<file path="src/rtl/serial_adder_if.sv">
// Start/busy/done handshake bundle for the bit-serial adder.
// When SERIAL_ADDER_OVF_EN is defined the bundle also carries the Ovf flag.
interface serial_adder_if #(
   parameter int WIDTH = 4
);
   logic             start;
   logic [WIDTH-1:0] A;
   logic [WIDTH-1:0] B;
   logic             Cin;
   logic             busy;
   logic             done;
   logic [WIDTH-1:0] S;
   logic             Co;
`ifdef SERIAL_ADDER_OVF_EN
   logic             Ovf;

   modport master (output start, A, B, Cin, input busy, done, S, Co, Ovf);
   modport slave  (input start, A, B, Cin, output busy, done, S, Co, Ovf);
`else
   modport master (output start, A, B, Cin, input busy, done, S, Co);
   modport slave  (input start, A, B, Cin, output busy, done, S, Co);
`endif
endinterface

</file>
<file path="src/rtl/serial_adder.sv">
// Bit-serial ripple adder: S = A + B + Cin, one bit per clock, LSB first.
// Define SERIAL_ADDER_OVF_EN to add the two's-complement overflow output Ovf.
module serial_adder #(
   parameter int WIDTH = 4
) (
   input logic           clk,
   input logic           rst,
   serial_adder_if.slave bus
);
   localparam int CW = (WIDTH > 1) ? $clog2(WIDTH) : 1;

   typedef enum logic [1:0] {IDLE, RUN, DONE} state_t;

   state_t           state_reg, state_next;
   logic [WIDTH-1:0] a_reg, b_reg, acc_reg, s_reg;
   logic             c_reg, co_reg;
   logic [CW-1:0]    cnt_reg;
   logic             busy_next, done_next;
   logic             sum_bit, carry_next, last_bit, accept;

   assign sum_bit    = a_reg[0] ^ b_reg[0] ^ c_reg;
   assign carry_next = (a_reg[0] & b_reg[0]) | (a_reg[0] & c_reg) | (b_reg[0] & c_reg);
   assign last_bit   = (cnt_reg == CW'(WIDTH - 1));
   // DONE accepts a new start as well, giving back-to-back operation.
   assign accept     = bus.start && (state_reg != RUN);

   always_ff @(posedge clk) begin
      if (rst) begin
         state_reg <= IDLE;
      end else begin
         state_reg <= state_next;
      end
   end

   always_comb begin
      state_next = state_reg;
      busy_next  = 1'b0;
      done_next  = 1'b0;
      case (state_reg)
         IDLE: begin
            if (bus.start) state_next = RUN;
         end
         RUN: begin
            busy_next = 1'b1;
            if (last_bit) state_next = DONE;
         end
         DONE: begin
            done_next  = 1'b1;
            state_next = bus.start ? RUN : IDLE;
         end
         default: state_next = IDLE;
      endcase
   end

   always_ff @(posedge clk) begin
      if (rst) begin
         a_reg   <= '0;
         b_reg   <= '0;
         acc_reg <= '0;
         s_reg   <= '0;
         c_reg   <= 1'b0;
         co_reg  <= 1'b0;
         cnt_reg <= '0;
      end else if (accept) begin
         a_reg   <= bus.A;
         b_reg   <= bus.B;
         c_reg   <= bus.Cin;
         cnt_reg <= '0;
      end else if (state_reg == RUN) begin
         a_reg   <= a_reg >> 1;
         b_reg   <= b_reg >> 1;
         c_reg   <= carry_next;
         acc_reg <= {sum_bit, acc_reg[WIDTH-1:1]};
         if (last_bit) begin
            s_reg  <= {sum_bit, acc_reg[WIDTH-1:1]};
            co_reg <= carry_next;
         end else begin
            cnt_reg <= cnt_reg + CW'(1);
         end
      end
   end

`ifdef SERIAL_ADDER_OVF_EN
   logic ovf_reg;

   // On the last bit c_reg is the carry into the MSB.
   always_ff @(posedge clk) begin
      if (rst) begin
         ovf_reg <= 1'b0;
      end else if (!accept && state_reg == RUN && last_bit) begin
         ovf_reg <= c_reg ^ carry_next;
      end
   end

   assign bus.Ovf = ovf_reg;
`endif

   assign bus.busy = busy_next;
   assign bus.done = done_next;
   assign bus.S    = s_reg;
   assign bus.Co   = co_reg;

endmodule

</file>
<file path="src/flat_wrapper.sv">
// flat-port wrapper written by rule: the top's interface ports become plain ports
module serial_adder_flat 
#(
   parameter int WIDTH = 4
)
  (clk, rst, bus_start, bus_A, bus_B, bus_Cin, bus_busy, bus_done, bus_S, bus_Co);
  serial_adder_if #(.WIDTH(WIDTH)) bus_i ();
  input logic clk;
  input logic rst;
  input wire logic [$bits(bus_i.start)-1:0] bus_start;
  input wire logic [$bits(bus_i.A)-1:0] bus_A;
  input wire logic [$bits(bus_i.B)-1:0] bus_B;
  input wire logic [$bits(bus_i.Cin)-1:0] bus_Cin;
  output wire logic [$bits(bus_i.busy)-1:0] bus_busy;
  output wire logic [$bits(bus_i.done)-1:0] bus_done;
  output wire logic [$bits(bus_i.S)-1:0] bus_S;
  output wire logic [$bits(bus_i.Co)-1:0] bus_Co;
  assign bus_i.start = bus_start;
  assign bus_i.A = bus_A;
  assign bus_i.B = bus_B;
  assign bus_i.Cin = bus_Cin;
  assign bus_busy = bus_i.busy;
  assign bus_done = bus_i.done;
  assign bus_S = bus_i.S;
  assign bus_Co = bus_i.Co;
  serial_adder #(.WIDTH(WIDTH)) u_core (.clk(clk), .rst(rst), .bus(bus_i));
endmodule
</file>
<file path="config.mk">
export PLATFORM = sky130hd
export DESIGN_NAME = serial_adder_flat
export DESIGN_NICKNAME = d
export VERILOG_FILES = /design/src/rtl/serial_adder_if.sv /design/src/rtl/serial_adder.sv /design/src/flat_wrapper.sv
export SDC_FILE = /design/constraint.sdc
export NUM_CORES = 1
export LEC_CHECK = 0
export CORE_AREA = 3 3 48 50
export DETAILED_ROUTE_END_ITERATION = 8
export DIE_AREA = 0 0 51 53
export GPL_ROUTABILITY_DRIVEN = 0
export PLACE_DENSITY = 0.71
export SLEW_MARGIN = 30
export SYNTH_ARGS = -nofsm -noshare
export SYNTH_HDL_FRONTEND = slang
export SYNTH_SLANG_ARGS = --single-unit
</file>
<file path="constraint.sdc">
create_clock -name clk -period 1.45 [get_ports clk]
set_clock_uncertainty 0.1 [all_clocks]
set_input_delay 0.435 -clock clk [delete_from_list [all_inputs] [get_ports clk]]
set_output_delay 0.435 -clock clk [all_outputs]
set_load 0.02 [all_outputs]
</file>
# --- Yosys cells after proc, flatten, opt, wreduce, memory -nomap -nowiden ---
# Index checks and enable logic that the tools add are counted.
totals:
  ff_bits: 22
  input_bits: 12
  elab_cells: 44
classes:
  add_sub_neg: 1
  n_reduce_logical: 8
  muxes: 12
  eq_ne: 6
  bitwise_logic: 9
op_table:
  columns: ["cell", "n"]
  rows:
  - ["4-bit two-way mux", 4]
  - ["2-bit one-hot mux with 3 select lines", 1]
  - ["2-bit AND reduction", 3]
  - ["1-bit two-way mux", 5]
  - ["2-bit equality test (second input constant)", 2]
  - ["2-bit two-way mux", 2]
  - ["2-bit by 1-bit inequality test with 1-bit output (second input constant)", 2]
  - ["1-bit bitwise AND", 3]
  - ["3-bit AND reduction", 1]
  - ["2-bit by 1-bit adder with 2-bit output (second input constant)", 1]
  - ["2-bit by 1-bit equality test with 1-bit output (second input constant)", 1]
  - ["2-bit logical NOT", 1]
  - ["2-bit inequality test (second input constant)", 1]
  - ["1-bit NOT", 2]
  - ["1-bit bitwise OR", 2]
  - ["2-bit nonzero test", 1]
  - ["2-bit OR reduction", 1]
  - ["1-bit XOR", 2]
  - ["1-bit logical AND", 1]

# --- Logic depth before layout (Yosys ltp) ---
logic_depth:
  ltp_word: 5
  mapped_depth: 5

# --- Least setup slack after synthesis ---
# OpenSTA, ideal clock, no wires.
synth_path:
  path_kind: "reg-to-reg"
  start: "register u_core.cnt_reg[0]"
  end: "register u_core.co_reg (netlist: u_core.bus.Co)"
  t_required_ns: 1.218
  setup_slack_ns: 0.228
  arrival_ns: 0.990
  stages_incl_launch_ff: 6
  path_buffers: 1
  synth_period_minus_slack_ns: 1.222
  cell_sequence: "dfxtp_1 ha_1 buf_2 nand3b_1 nand2_1 a21oi_1"
synth_between:
  elab_chain_cells: 2
synth_rtl:
  columns: ["item", "line_no", "text"]
  rows:
  - ["start, declared", "serial_adder.sv:17", "logic [CW-1:0] cnt_reg;"]
  - ["start signal, assigned", "serial_adder.sv:78", "cnt_reg <= cnt_reg + CW'(1);"]
  - ["2-bit equality test", "serial_adder.sv:23", "assign last_bit = (cnt_reg == CW'(WIDTH - 1));"]
  - ["3-bit AND reduction (no line)", null, null]
  - ["end signal, assigned", "serial_adder.sv:76", "co_reg <= carry_next;"]
  - ["end, declared", "serial_adder.sv:16", "logic c_reg, co_reg;"]
# No other way between the ends.
# A chain may end at the register's enable or synchronous reset.

# --- Worst setup path in the final report ---
layout_path:
  start: "register u_core.state_reg[0]"
  end: "output port bus_done"
layout_between:
  elab_chain_cells: 2
layout_rtl:
  columns: ["item", "line_no", "text"]
  rows:
  - ["start, declared", "serial_adder.sv:14", "state_t state_reg, state_next;"]
  - ["start signal, assigned", "serial_adder.sv:31", "state_reg <= state_next;"]
  - ["2-bit equality test", "serial_adder.sv:39", "case (state_reg)"]
  - ["1-bit two-way mux", "serial_adder.sv:39", null]
  - ["end, declared", "flat_wrapper.sv:15", "output wire logic [$bits(bus_i.done)-1:0] bus_done;"]
# No other way between the ends.

==> flow_summary.toml <==
[power]
cellPowerDensity_nw_per_um2 = 948
ir_worst_vdd_mv = 0.632
power.leakage_nw = 0.478

[floorplanning]
die_h_um = 53
core-area_sq_um = 1940
rows = 16
die-area_sq_um = 2700
die_x_um = 51
start_util_pct = 45.8
num_io_pins = 19

[sta]
hold_viol_final = 0
worstMarginPinSlew_ns = 0.247
layout_setup_ws_ns = -0.0818
timing.final.crit_period_ns = 1.53
rsz0062_at_grt = "true"
max-slew-margin-rel_pct = 83.3
post-route-period-util_pct = 106
holdWs_ns = 0.366
finalSetupViolCount = 2
fin_tns_setup_ns = -0.118
slew_violations = 0
max_freq_ghz = 0.653

[job]
cap_violations = 0

[drt]
antenna_left = 0
wl_met1_um = 761
post-route-drc-count = 0
num_vias = 780
routedWlPerCell_um = 12.1
wl_met3_um = 50
dr.pass1.iters = 4
viasPerCell = 5.34
topRoutingLayerUsed = "met4"
wl_mm = 1.77
wl_met2_um = 925
drt_iter0_markers = 12

[worst_setup_path]
worstSetupStartpoint = "u_core.state_reg[0]"
rr_endpoint = "u_core.bus.S[3]"
worstPathRequired_ns = 0.92
crit_chain = "and2b_1 -> buf_6"
path_buf_inv = 1
slowest_delay_ns = 0.38
critPathArrivalTime_ns = 1.00
worstSetupPathType = "reg2out"
r2r_slack_ns = 0.19
path_delay_family = "flip-flops"
cp-end-kind = "output pin"
slowest_stage = "dfxtp_4"
critPathLaunchType = "flop"
r2r_cells = 3
r2r-start = "u_core.c_reg"
path_max_fanout = 3

[synthesis]
syn_nets = 109
synth_xor_xnor_area_share_pct = 0
synth_cells = 95
ys_warn_count = 0
synthMuxAreaShare_pct = 10.1
synth_edf_count = 0
synthesis.area_sq_um = 890
synthSimpleGateAreaFrac_pct = 19.1
synthAdderAreaFrac_pct = 3.66
synth_compound_area_share_pct = 13.4
ys_seq_area_share_pct = 47.3
synthArstFlopShare_pct = 0
synth.distinct_cells = 22
yosys_most_used_dff = "dfxtp_1"
synth_seq_cells = 21
synth_top_family_by_area = "simple AND/OR/NAND/NOR gates"
syn_avg_cell_area_sq_um = 9.36

[place]
dp_hpwl_mm = 1.28
dpl-instance-area_sq_um = 1130
portBuffers = 18
placedCellCount = 141
place_ws_ns = -0.212

[hold_path]
hold_end = "u_core.bus.S[3]"
min_from = "u_core.bus.S[3]"
min_path_cells = 2
min_path_type = "reg2reg"

[grt]
grt_pass1_vias = 743
antenna_found_initial = 0
overflow = 0
grt_use_total_pct = 15.2
grt_max_degree = 21
grt_pass1_wl_mm = 3.02

[clock_tree]
clock_path_buffers = 2
clock_sinks = 21
hold_buffers = 0
cts_buffers = 3
clk_pin_slew_ns = 0.12
tritoncts = "built"
h-tree-depth = 1
clk_latency_ns = 0.30
root_buffer = "clkbuf_4"

[run_status]
status = "complete, but fails checks"
violations = "setup timing"

[finish]
insertedDiodeCount = 0
layout_commonest_cell = "dfxtp_1"
final_cell_mix = "dfxtp_1, nand2_1, clkdlybuf4s50_1"
final_nets = 134
finalInstanceArea_sq_um = 1150
final_cells = 146
syn_to_final_growth_pct = 28.8
drive_gt1_share_pct = 20.2
per-layer routing:
metal,GRT usage (%),up-vias
li1,-,378
met1,16.6,389
met2,26.6,9
met3,3.38,4
met4,9.42,0
met5,0,-
metrics by stage:
step	power, mW	utilization [%]
floorplan	0.748	-
global placement	0.809	58.1
detailed placement	0.815	58.1
CTS	1.09	58.8
global route	1.14	59.0
finish	1.09	59.0
cell type report:
class                           instances  area, sq um
Sequential cell                        21          425
Timing Repair Buffer                   27          238
Fill cell                             174          796
Clock inverter                          1         5.00
Multi-Input combinational cell         65          412
Inverter                                2         10.0
Clock buffer                            3         22.5
Tap cell                               27         33.8
Yosys cell counts (2+ instances only):
cell | n | area (sq um)
a211oi_1 | 7 | 52.6
a21oi_1 | 9 | 45.0
a31oi_1 | 2 | 12.5
buf_2 | 2 | 10.0
buf_6 | 2 | 22.5
clkbuf_1 | 2 | 7.51
dfxtp_1 | 21 | 420
mux2i_1 | 9 | 90.1
nand2_1 | 11 | 41.3
nand3_1 | 8 | 40.0
nand3b_1 | 2 | 15.0
nor2_1 | 9 | 33.8
nor3_1 | 2 | 10.0
kinds of logic after synthesis:
logic type,after synthesis
AND/OR/NAND/NOR,35
flip-flops,21
AO/OA/AOI/OAI,19
buffers and inverters,9
multiplexers,9
adder cells (fa/ha/maj),2
worst reg2reg max path, cell delays in order, from the launching register on:
cell,delay [ns]
dfxtp_1,0.34
fa_1,0.56
nand3_1,0.08
a21oi_1,0.12
report_power, final:
part	switching, mW	internal (mW)
combinational	0.0804	0.0949
sequential	0.0217	0.608
clock	0.179	0.103
total	0.281	0.806
repair_timing:
| action | 4_1_cts | 5_1_grt |
|---|---|---|
| setup buffers | 1 | 0 |
| gates resized for setup | 33 | 2 |
| endpoints found under the setup margin | 7 | 2 |
how the worst max path moves through the flow:
| stage | end | slack, ns | depth (start not counted) |
|---|---|---|---|
| after floorplan | u_core.bus.Co | 0.23 | 5 |
| after global placement | bus_done | -0.20 | 2 |
| after detailed placement | bus_done | -0.21 | 2 |
| after CTS | bus_done | -0.09 | 2 |
| after global routing | bus_done | -0.12 | 2 |
| final | bus_done | -0.08 | 2 |
Note: power is estimated with default switching activity, not from simulation.
==> patch, RTL diff (same settings) <==
`WIDTH` is set to 4 in 3 places; all go to 2.
--- a/src/rtl/serial_adder_if.sv
+++ b/src/rtl/serial_adder_if.sv
@@ -1,7 +1,7 @@
 // Start/busy/done handshake bundle for the bit-serial adder.
 // When SERIAL_ADDER_OVF_EN is defined the bundle also carries the Ovf flag.
 interface serial_adder_if #(
-   parameter int WIDTH = 4
+   parameter int WIDTH = 2
 );
    logic             start;
    logic [WIDTH-1:0] A;
--- a/src/rtl/serial_adder.sv
+++ b/src/rtl/serial_adder.sv
@@ -1,7 +1,7 @@
 // Bit-serial ripple adder: S = A + B + Cin, one bit per clock, LSB first.
 // Define SERIAL_ADDER_OVF_EN to add the two's-complement overflow output Ovf.
 module serial_adder #(
-   parameter int WIDTH = 4
+   parameter int WIDTH = 2
 ) (
    input logic           clk,
    input logic           rst,
--- a/src/flat_wrapper.sv
+++ b/src/flat_wrapper.sv
@@ -1,7 +1,7 @@
 // flat-port wrapper written by rule: the top's interface ports become plain ports
 module serial_adder_flat 
 #(
-   parameter int WIDTH = 4
+   parameter int WIDTH = 2
 )
   (clk, rst, bus_start, bus_A, bus_B, bus_Cin, bus_busy, bus_done, bus_S, bus_Co);
   serial_adder_if #(.WIDTH(WIDTH)) bus_i ();
Interface: changed (resized bus_A, bus_B and bus_S); port bits go from 19 to 13. No check against the original RTL was run, so the function may have changed too.
==> patch against the unedited design <==
The run still ends with negative setup slack left; area after synthesis down 45%; register-to-register slack about the same; wire length is 35% lower; final area decreased by 38%; combinational power decreased by 26%; fmax rose by 2.2%; worst setup slack improved by 0.032 ns; power shrank 30%; die area is the same; cell count decreased by 34%; sequential cell count decreased by 9; count of clock-buffer cells in the layout is 1 higher; global-route usage down 5.7 points; highest routed layer unchanged.
==> patch: results (changes against the unedited design) <==
<table>
<tr><th>Metric</th><th>Value</th></tr>
<tr><th colspan="2">Logic synthesis</th></tr>
<tr><td>Library cells used by synthesis</td><td>18 (-18%)</td></tr>
<tr><td>Syn nets</td><td>60 (-45%)</td></tr>
<tr><td>Most used standard cells in the synthesized netlist</td><td>12 x dfxtp_1, 5 x a21oi_1, 5 x mux2i_1, 5 x nand2_1, 5 x nor2_1</td></tr>
<tr><td>Number of instances in the synthesized netlist</td><td>51 (-46%)</td></tr>
<tr><td>Post-synthesis sequential area ratio</td><td>48.9% (+1.6 points)</td></tr>
<tr><th colspan="2">Clock network</th></tr>
<tr><td>Clock transition time at the flip-flop clock pins of the worst setup and hold paths</td><td>0.07 ns (-0.05 ns)</td></tr>
<tr><td>Post-cts gate resize count</td><td>24 (-27%)</td></tr>
<tr><td>Clock latency reported for the late side of the worst-skew pair</td><td>0.27 ns (-0.03 ns)</td></tr>
<tr><th colspan="2">Placed design</th></tr>
<tr><td>Placed cell count</td><td>91 (-35%)</td></tr>
<tr><td>Number of buffers inserted by port buffering</td><td>12 (-6)</td></tr>
<tr><td>Cell area reported after detailed placement</td><td>653 µm² (-42%)</td></tr>
<tr><th colspan="2">Finish</th></tr>
<tr><td>Fraction of final layout cells sized beyond drive strength 1</td><td>27.1% (+7.0 points)</td></tr>
<tr><td>Total Nets Final</td><td>80 (-40%)</td></tr>
<tr><th colspan="2">GRT</th></tr>
<tr><td>Largest net degree at the start of global routing</td><td>13 (-38%)</td></tr>
<tr><td>Global-route wire length before repair</td><td>1.83 mm (-39%)</td></tr>
<tr><td>GRT Util Overall</td><td>9.46% (-5.7 points)</td></tr>
<tr><th colspan="2">Critical path</th></tr>
<tr><td>Crit path DAT</td><td>0.96 ns (-0.04 ns)</td></tr>
<tr><th colspan="2">Routing</th></tr>
<tr><td>Number of vias after detailed routing</td><td>428 (-45%)</td></tr>
<tr><td>Post-DR vias/cell</td><td>4.41 (-17%)</td></tr>
<tr><td>First DRT Iteration DRCs</td><td>6 (-6)</td></tr>
<tr><th colspan="2">Status</th></tr>
<tr><td>Run status</td><td>finished with violations</td></tr>
<tr><td>Violated checks</td><td>negative setup slack</td></tr>
<tr><th colspan="2">Power and ir drop</th></tr>
<tr><td>Static leakage power</td><td>0.303 nW (-37%)</td></tr>
<tr><td>Maximum resistive drop on vdd</td><td>0.000417 V (-34%)</td></tr>
<tr><th colspan="2">STA</th></tr>
<tr><td>Worst hold margin</td><td>0.363 ns (-0.00305 ns)</td></tr>
<tr><td>Final worst-path setup slack</td><td>-0.0494 ns (+0.0324 ns)</td></tr>
<tr><td>Setup violators final</td><td>2 (unchanged)</td></tr>
</table>
==> patch: kinds of logic (layout without fill, tap and decap cells) <==
logic type / Yosys count / after routing / synth area share (%)
AOI/OAI and AO/OA: 9 / 9 / 11.4
adders and majority gates: 1 / 1 / 4.07
buffers and inverters: 5 / 24 / 7.12
DFF: 12 / 12 / 48.9
muxes: 5 / 5 / 10.2
and+or+nand+nor: 19 / 19 / 18.3
==> patch: per-layer routing <==
| layer | wire length [µm] | part of all wire, % | global-route usage, % | vias to the layer above |
|---|---|---|---|---|
| li1 | - | - | - | 211 |
| met1 | 430 | 37 | 8.21 | 204 |
| met2 | 640 | 56 | 18.9 | 11 |
| met3 | 74 | 6.4 | 5.35 | 2 |
| met4 | 6 | 0.52 | 1.35 | 0 |
| met5 | 0 | 0 | 0 | - |
==> patch: area by class of cell <==
class / count / area (µm²)
Sequential cell: 12 / 245
Timing Repair Buffer: 18 / 161
Multi-Input combinational cell: 34 / 224
Clock buffer: 4 / 36.3
Tap cell: 27 / 33.8
Fill cell: 208 / 1230
Inverter: 2 / 12.5
==> patch: worst reg2reg max path, stage by stage (launching register included) <==
cell and delay [ns]:
dfxtp_1 0.33, fa_1 0.57, nand3_1 0.07, a21oi_1 0.13
==> patch: path summary, 6_finish.rpt <==
| check | startpoint | end |
|---|---|---|
| max | u_core.state_reg[0] | bus_done |
| min | u_core.bus.S[0] | u_core.bus.S[0] |
| max reg2reg | u_core.c_reg | u_core.bus.S[1] |
| min reg2reg | u_core.bus.S[0] | u_core.bus.S[0] |
==> patch: power breakdown <==
group / leakage (nW) / internal, mW / switching (mW)
Sequential: 0.0994 / 0.350 / 0.0180
Combinational: 0.182 / 0.0700 / 0.0586
Clock: 0.0210 / 0.153 / 0.111
Total: 0.303 / 0.573 / 0.187
